<file path="config.mk">
export PLATFORM = sky130hd
export DESIGN_NAME = logic_gate_sweep_tester
export DESIGN_NICKNAME = d
export VERILOG_FILES = /design/src/rtl/logic_gate_sweep_tester.sv
export SDC_FILE = /design/constraint.sdc
export NUM_CORES = 1
export LEC_CHECK = 0
export CORE_MARGIN = 8
export CORE_UTILIZATION = 50
export CTS_CLUSTER_DIAMETER = 40
export DETAILED_ROUTE_END_ITERATION = 16
export PLACE_DENSITY = 0.75
export SYNTH_ARGS = -nofsm -noshare
export SYNTH_HDL_FRONTEND = slang
export SYNTH_SLANG_ARGS = --single-unit
</file>
<file path="constraint.sdc">
create_clock -name clk -period 2.25 [get_ports clk]
set_clock_uncertainty 0.1 [all_clocks]
set_input_delay 0.675 -clock clk [delete_from_list [all_inputs] [get_ports clk]]
set_output_delay 0.675 -clock clk [all_outputs]
set_load 0.02 [all_outputs]
</file>
<file path="src/rtl/logic_gate_sweep_tester.sv">
// logic_gate_sweep_tester: clocked exhaustive stimulus/checker for an N-input logic gate
// Ports: clk, reset_L (async active-low), start (pulse, accepted in IDLE/DONE),
//   dut_in (vector to gate), dut_out (gate response), busy, done, pass (valid with done),
//   error_count (saturating mismatch count), first_fail_vec (first mismatching vector, else 0).
// Macro GATE_TESTER_STOP_ON_FAIL_EN: when defined, the first mismatch ends the sweep.
module logic_gate_sweep_tester #(
  parameter int N_INPUTS      = 2,
  parameter int GATE_MODE     = 0,
  parameter int SETTLE_CYCLES = 2
) (
  input  logic                clk,
  input  logic                reset_L,
  input  logic                start,
  output logic [N_INPUTS-1:0] dut_in,
  input  logic                dut_out,
  output logic                busy,
  output logic                done,
  output logic                pass,
  output logic [N_INPUTS:0]   error_count,
  output logic [N_INPUTS-1:0] first_fail_vec
);
  localparam logic [N_INPUTS-1:0] VEC_MAX     = '1;
  localparam logic [N_INPUTS:0]   ERR_MAX     = {1'b1, {N_INPUTS{1'b0}}};
  localparam logic [3:0]          SETTLE_LAST = 4'(SETTLE_CYCLES == 0 ? 0 : SETTLE_CYCLES - 1);
  typedef enum logic [2:0] {IDLE, DRIVE, SETTLE, CHECK, DONE} state_t;
  state_t              state_q, state_d;
  logic [N_INPUTS-1:0] vec_q, vec_d, din_q, din_d, ffv_q, ffv_d;
  logic [N_INPUTS:0]   err_q, err_d;
  logic [3:0]          cnt_q, cnt_d;
  logic                expected, mismatch;
  always_comb
    expected = GATE_MODE == 1 ? |vec_q  :
               GATE_MODE == 2 ? ^vec_q  :
               GATE_MODE == 3 ? ~&vec_q :
               GATE_MODE == 4 ? ~|vec_q :
               GATE_MODE == 5 ? ~^vec_q : &vec_q;
  // 4-state compare so an X/Z response from the gate is a failure
  always_comb mismatch = (dut_out !== expected);
  always_comb begin
    state_d = state_q;
    vec_d   = vec_q;
    din_d   = din_q;
    ffv_d   = ffv_q;
    err_d   = err_q;
    cnt_d   = cnt_q;
    unique case (state_q)
      IDLE, DONE: if (start) begin
        state_d = DRIVE;
        vec_d   = '0;
        ffv_d   = '0;
        err_d   = '0;
      end
      DRIVE: begin
        din_d   = vec_q;
        cnt_d   = SETTLE_LAST;
        state_d = SETTLE_CYCLES == 0 ? CHECK : SETTLE;
      end
      SETTLE: begin
        state_d = cnt_q == 4'd0 ? CHECK : SETTLE;
        cnt_d   = cnt_q == 4'd0 ? cnt_q : cnt_q - 4'd1;
      end
      CHECK: begin
        if (mismatch) begin
          err_d = err_q == ERR_MAX ? err_q : err_q + 1'b1;
          ffv_d = err_q == '0 ? vec_q : ffv_q;
        end
`ifdef GATE_TESTER_STOP_ON_FAIL_EN
        state_d = (mismatch || vec_q == VEC_MAX) ? DONE : DRIVE;
        vec_d   = (mismatch || vec_q == VEC_MAX) ? vec_q : vec_q + 1'b1;
`else
        state_d = vec_q == VEC_MAX ? DONE : DRIVE;
        vec_d   = vec_q == VEC_MAX ? vec_q : vec_q + 1'b1;
`endif
      end
      default: state_d = IDLE;
    endcase
  end
  always_ff @(posedge clk or negedge reset_L)
    if (!reset_L) begin
      state_q <= IDLE;
      vec_q   <= '0;
      din_q   <= '0;
      ffv_q   <= '0;
      err_q   <= '0;
      cnt_q   <= '0;
    end else begin
      state_q <= state_d;
      vec_q   <= vec_d;
      din_q   <= din_d;
      ffv_q   <= ffv_d;
      err_q   <= err_d;
      cnt_q   <= cnt_d;
    end
  assign dut_in         = din_q;
  assign busy           = state_q == DRIVE || state_q == SETTLE || state_q == CHECK;
  assign done           = state_q == DONE;
  assign pass           = state_q == DONE && err_q == '0;
  assign error_count    = err_q;
  assign first_fail_vec = ffv_q;
endmodule
</file>
**After elaboration in Yosys (flattened, before gate mapping)**

Index checks and enable logic that the tools add are counted.

- Bits in read-only memories: 0
- Output and inout bits: 10
- Input bits: 4
- Memories kept: 0
- Bits in latches: 0
- Register bits after elaboration: 16
- RAM bits: 0
- Logic and storage cells: 52

- Equal/unequal tests: 13
- $lt $le $gt $ge: 0
- Multiplexer cells: 16
- Shift-type cells: 0
- Div/mod/pow operators: 0
- Reductions and logical operators: 14
- $add $sub $neg: 3
- Bitwise gates (word level): 0
- $mul: 0

Operators by type and width:

| operator | count |
|---|---|
| two-way mux 3 bit | 5 |
| != test 2 bit (second input constant) | 6 |
| one-hot mux 3 bit (4 select lines) | 1 |
| two-way mux 2 bit | 4 |
| one-hot mux 2 bit (2 select lines) | 2 |
| one-hot mux 4 bit (2 select lines) | 1 |
| AND reduction 4 bit | 2 |
| equality test 3 x 2 -> 1 bit (second input constant) | 2 |
| equality test 3 bit (second input constant) | 2 |
| zero test 3 bit | 2 |
| one-hot mux 3 bit (2 select lines) | 1 |
| zero test 4 bit | 1 |
| two-way mux 4 bit | 1 |
| AND reduction 2 bit | 2 |
| nonzero test 2 bit | 2 |
| subtractor 4 x 1 -> 4 bit (second input constant) | 1 |
| adder 3 x 1 -> 3 bit (second input constant) | 1 |
| equality test 3 x 1 -> 1 bit (second input constant) | 1 |
| AND reduction 3 bit | 1 |
| adder 2 x 1 -> 2 bit (second input constant) | 1 |
| equality test 2 bit (second input constant) | 1 |
| logical OR 1 bit | 2 |
| OR reduction 2 bit | 1 |
| logical AND 1 bit | 1 |
| 2 further kinds | 2 |

**Longest topological paths before layout**

- Word-level depth: 4
- Depth in mapped cells: 5
- Depth with buffers taken out: 5

**Worst setup path before layout**

No wires, ideal clock.

- Path kind: reg-to-output
- Start: register err_q[0], in the netlist error_count[0]
- End: output port pass
- Path slack: 0.335 ns
- Arrival: 1.140 ns
- Path buffers: 0
- Stages on the path, launching flop included: 5
- Cell sequence: dfrtp_1 inv_1 ha_1 nand2b_1 nor2_1

- Cells in the longest elaborated chain, start to end: 2

Ends and longest elaborated chain:

| item | RTL line | source |
|---|---|---|
| from (decl) | 28 | `logic [N_INPUTS:0] err_q, err_d;` |
| from (signal assigned) | 91 | `err_q <= err_d;` |
| zero test 3 bit | 97 | `assign pass = state_q == DONE && err_q == '0;` |
| logical AND 1 bit | 97 |  |
| to (decl) | 18 | `output logic pass,` |

No other way between the ends.

**Final worst setup path**

- Start: register err_q[2], in the netlist error_count[2]
- End: output port error_count[2]

RTL lines:

| item | RTL line | source |
|---|---|---|
| to (decl) | 19 | `output logic [N_INPUTS:0] error_count,` |

No word-level cell between the ends.

==> flow_metrics.py <==
metrics = {
    "routing": {
        "avgRoutedWirePerCell_um": 15.0,
        "ant_nets": 0,
        "wl_um": 2190,
        "drc": 0,
        "firstDrtPassIters": 4,
        "vias": 807,
        "vias_per_cell": 5.53,
        "drt_iter0_drc": 8,
    },
    "clock_network": {
        "cts_tree": "done",
        "cts-root-buf": "clkbuf_4",
        "cts_max_level": 1,
        "clk_path_buf_depth": 2,
        "worst_skew_pair.late_latency_ns": 0.30,
        "cts.clk_slew.worst_paths_ns": 0.09,
        "cts.sink_count": 16,
        "holdBufCountCts": 0,
        "numCtsBuffers": 3,
    },
    "setup_path": {
        "crit_path_max_fanout": 6,
        "worst_setup_path_end_kind": "output pin",
        "required_ns": 1.47,
        "critical_path.slowest_cell": "clkdlybuf4s50_1",
        "cp-start-kind": "flip-flop",
        "critical_path_class": "reg -> out",
        "cpPeakStageDelay_ns": 0.60,
        "cp_cell_sequence": "buf_4 > clkdlybuf4s50_1",
        "critical_path_buf_inv_count": 2,
        "cp_top_family": "buffers and inverters",
        "worstPathArrival_ns": 1.39,
    },
    "grt": {
        "grt_max_degree": 17,
        "grtUsageTotal": 0.135,
        "grt_pass1_vias": 803,
        "grt_pass1_wl_um": 3570,
        "antenna_found_initial": 0,
        "gr-total-overflow": 0,
    },
    "power": {
        "power_uw": 1590,
        "power_density_nw_per_um2": 1360,
        "peakVddDrop_mv": 0.761,
        "power_leakage_uw": 0.000522,
    },
    "placed_design": {
        "gp_congestion": 0.812,
        "dp_hpwl_um": 1660,
        "place_area_um2": 1140,
        "io_buffers": 13,
    },
    "logic_synthesis": {
        "async_flop_share": 1.00,
        "netlist_area_um2": 922,
        "syn_nets": 107,
        "synth.area.top_cells": "dfrtp_1 43%, ha_1 5.4%, nand2_1 4.9%",
        "synth.most_common_cell": "dfrtp_1",
        "synth_cell_types": 34,
        "yosysSeqAreaShare": 0.434,
        "ys_ff_latch": 16,
        "yosysTopAreaCell": "dfrtp_1",
        "syn_avg_cell_area_um2": 9.31,
        "synth_ff_type": "dfrtp_1",
        "synth_top_area_share": 0.434,
        "synth_common_cells": "16 x dfrtp_1, 12 x nand2_1, 9 x inv_1",
        "ys_warn_count": 0,
        "synth_edf_count": 0,
        "syn_inst": 99,
    },
    "sta": {
        "finalHoldViolCount": 0,
        "holdWs_ns": 0.391,
        "rsz0062_at_grt": "false",
        "drv_slew": 0,
        "max_slew_margin": 0.706,
        "fin_crit_ns": 2.17,
        "max_freq_ghz": 0.461,
        "min_period_over_period": 0.963,
        "setup_violations": 0,
        "tightestPinTransition_ns": 0.440,
    },
    "floorplan": {
        "die_x_um": 58.9,
        "rows": 15,
        "coreArea_um2": 1730,
        "io_pins": 14,
        "start_util": 0.534,
        "fp.dieH_um": 58.9,
        "dieArea_um2": 3470,
    },
    "final_layout": {
        "post-route-util": 0.673,
        "fillers": 148,
        "area_growth_syn_to_layout_pct": 26.1,
        "antenna_cells": 0,
        "layout-drive-gt1-share": 0.182,
        "finalInstanceArea_um2": 1160,
        "layout.nets": 131,
    },
    "worst_hold_path": {
        "hold_path_class": "reg -> reg",
    },
    "flow_run": {
        "max_cap_violations": 0,
    },
    "status": {
        "status": "complete, no violations",
    },
}
-- worst register-to-register path, cell delays in order, from the launching register on --
cell	delay [ns]
dfrtp_1	0.44
ha_1	0.25
xor2_1	0.30
a22o_1	0.32
o211ai_1	0.14
-- report_power, final --
group          switching (uW)  total [uW]  internal (uW)
clock network            96.3         159           62.5
registers                82.4         483            401
logic                     509         944            436
-- cell families after synthesis --
logic type               Yosys count  share of synthesized area
AND/OR/NAND/NOR                   41                      0.261
AO/OA/AOI/OAI                     21                      0.153
flip-flops                        16                      0.434
buffers and inverters             13                     0.0570
adder cells (fa/ha/maj)            4                     0.0543
XOR/XNOR                           2                     0.0190
multiplexers                       2                     0.0217
-- flip-flops by register name (all words and copies together) (netlist names) --
signal,flops
cnt_q,4
error_count,3
state_q,3
dut_in,2
first_fail_vec,2
vec_q,2
-- cell type report --
class / count / area [um^2] / area share
clock buffer: 3 / 22.5 / 0.0194
multi-input combinational: 70 / 474 / 0.408
sequential: 16 / 400 / 0.344
inverter: 9 / 33.8 / 0.0291
timing repair buffer: 23 / 200 / 0.172
tap: 25 / 31.3 / 0.0269
-- stage by stage --
stage | setup WS [ns] | cells | setup TNS (ns)
floorplan | 0.335 | 99 | 0
global route | 0.0306 | 146 | 0
global placement | 0.0273 | 143 | 0
detailed placement | -0.0241 | 143 | -0.0241
CTS | 0.00315 | 146 | 0
finish | 0.0827 | 146 | 0
-- placed cells by master, fill, tap and decap left out, types with 2 or more instances in the layout --
| cell type | instances |
|---|---|
| buf_4 | 11 |
| nand4_1 | 3 |
| ha_1 | 3 |
| o22ai_1 | 2 |
| nor2_1 | 4 |
| nand3_1 | 2 |
| nand3b_1 | 2 |
| clkdlybuf4s50_1 | 10 |
| clkbuf_4 | 3 |
| a21oi_1 | 4 |
| mux2i_1 | 2 |
| a31oi_1 | 2 |
| or3b_2 | 2 |
| or3_1 | 2 |
| nand2b_1 | 3 |
| nand2_1 | 12 |
| nor3b_1 | 2 |
| o211ai_1 | 5 |
| inv_1 | 9 |
| o21ai_0 | 4 |
| dfrtp_1 | 16 |
| dlygate4sd2_1 | 2 |
-- path summary, 6_finish.rpt --
check | endpoint | slack [ns] | from | cells after the start
max in group asynchronous | dut_in[0] | 1.28 | reset_L | 2
hold reg to reg | dut_in[1] | 0.39 | dut_in[1] | 2
hold / removal | dut_in[1] | 0.39 | dut_in[1] | 2
setup reg to reg | first_fail_vec[1] | 0.58 | vec_q[0] | 4
min in group asynchronous | error_count[0] | 0.59 | reset_L | 2
setup / recovery | error_count[2] | 0.08 | error_count[2] | 2
-- layer usage --
| layer | wire (um) | GRT usage |
|---|---|---|
| met1 | 951 | 0.153 |
| met2 | 1090 | 0.226 |
| met3 | 85 | 0.0326 |
| met4 | 61 | 0.0785 |
| met5 | 0 | 0 |
-- what timing repair did --
| item | CTS | global route |
|---|---|---|
| setup buffers | 0 | 0 |
| setup endpoints to repair | 3 | 1 |
| gates cloned | 0 | 0 |
| resized for setup | 6 | 3 |
No activity file was read; power rests on OpenSTA's default activity.
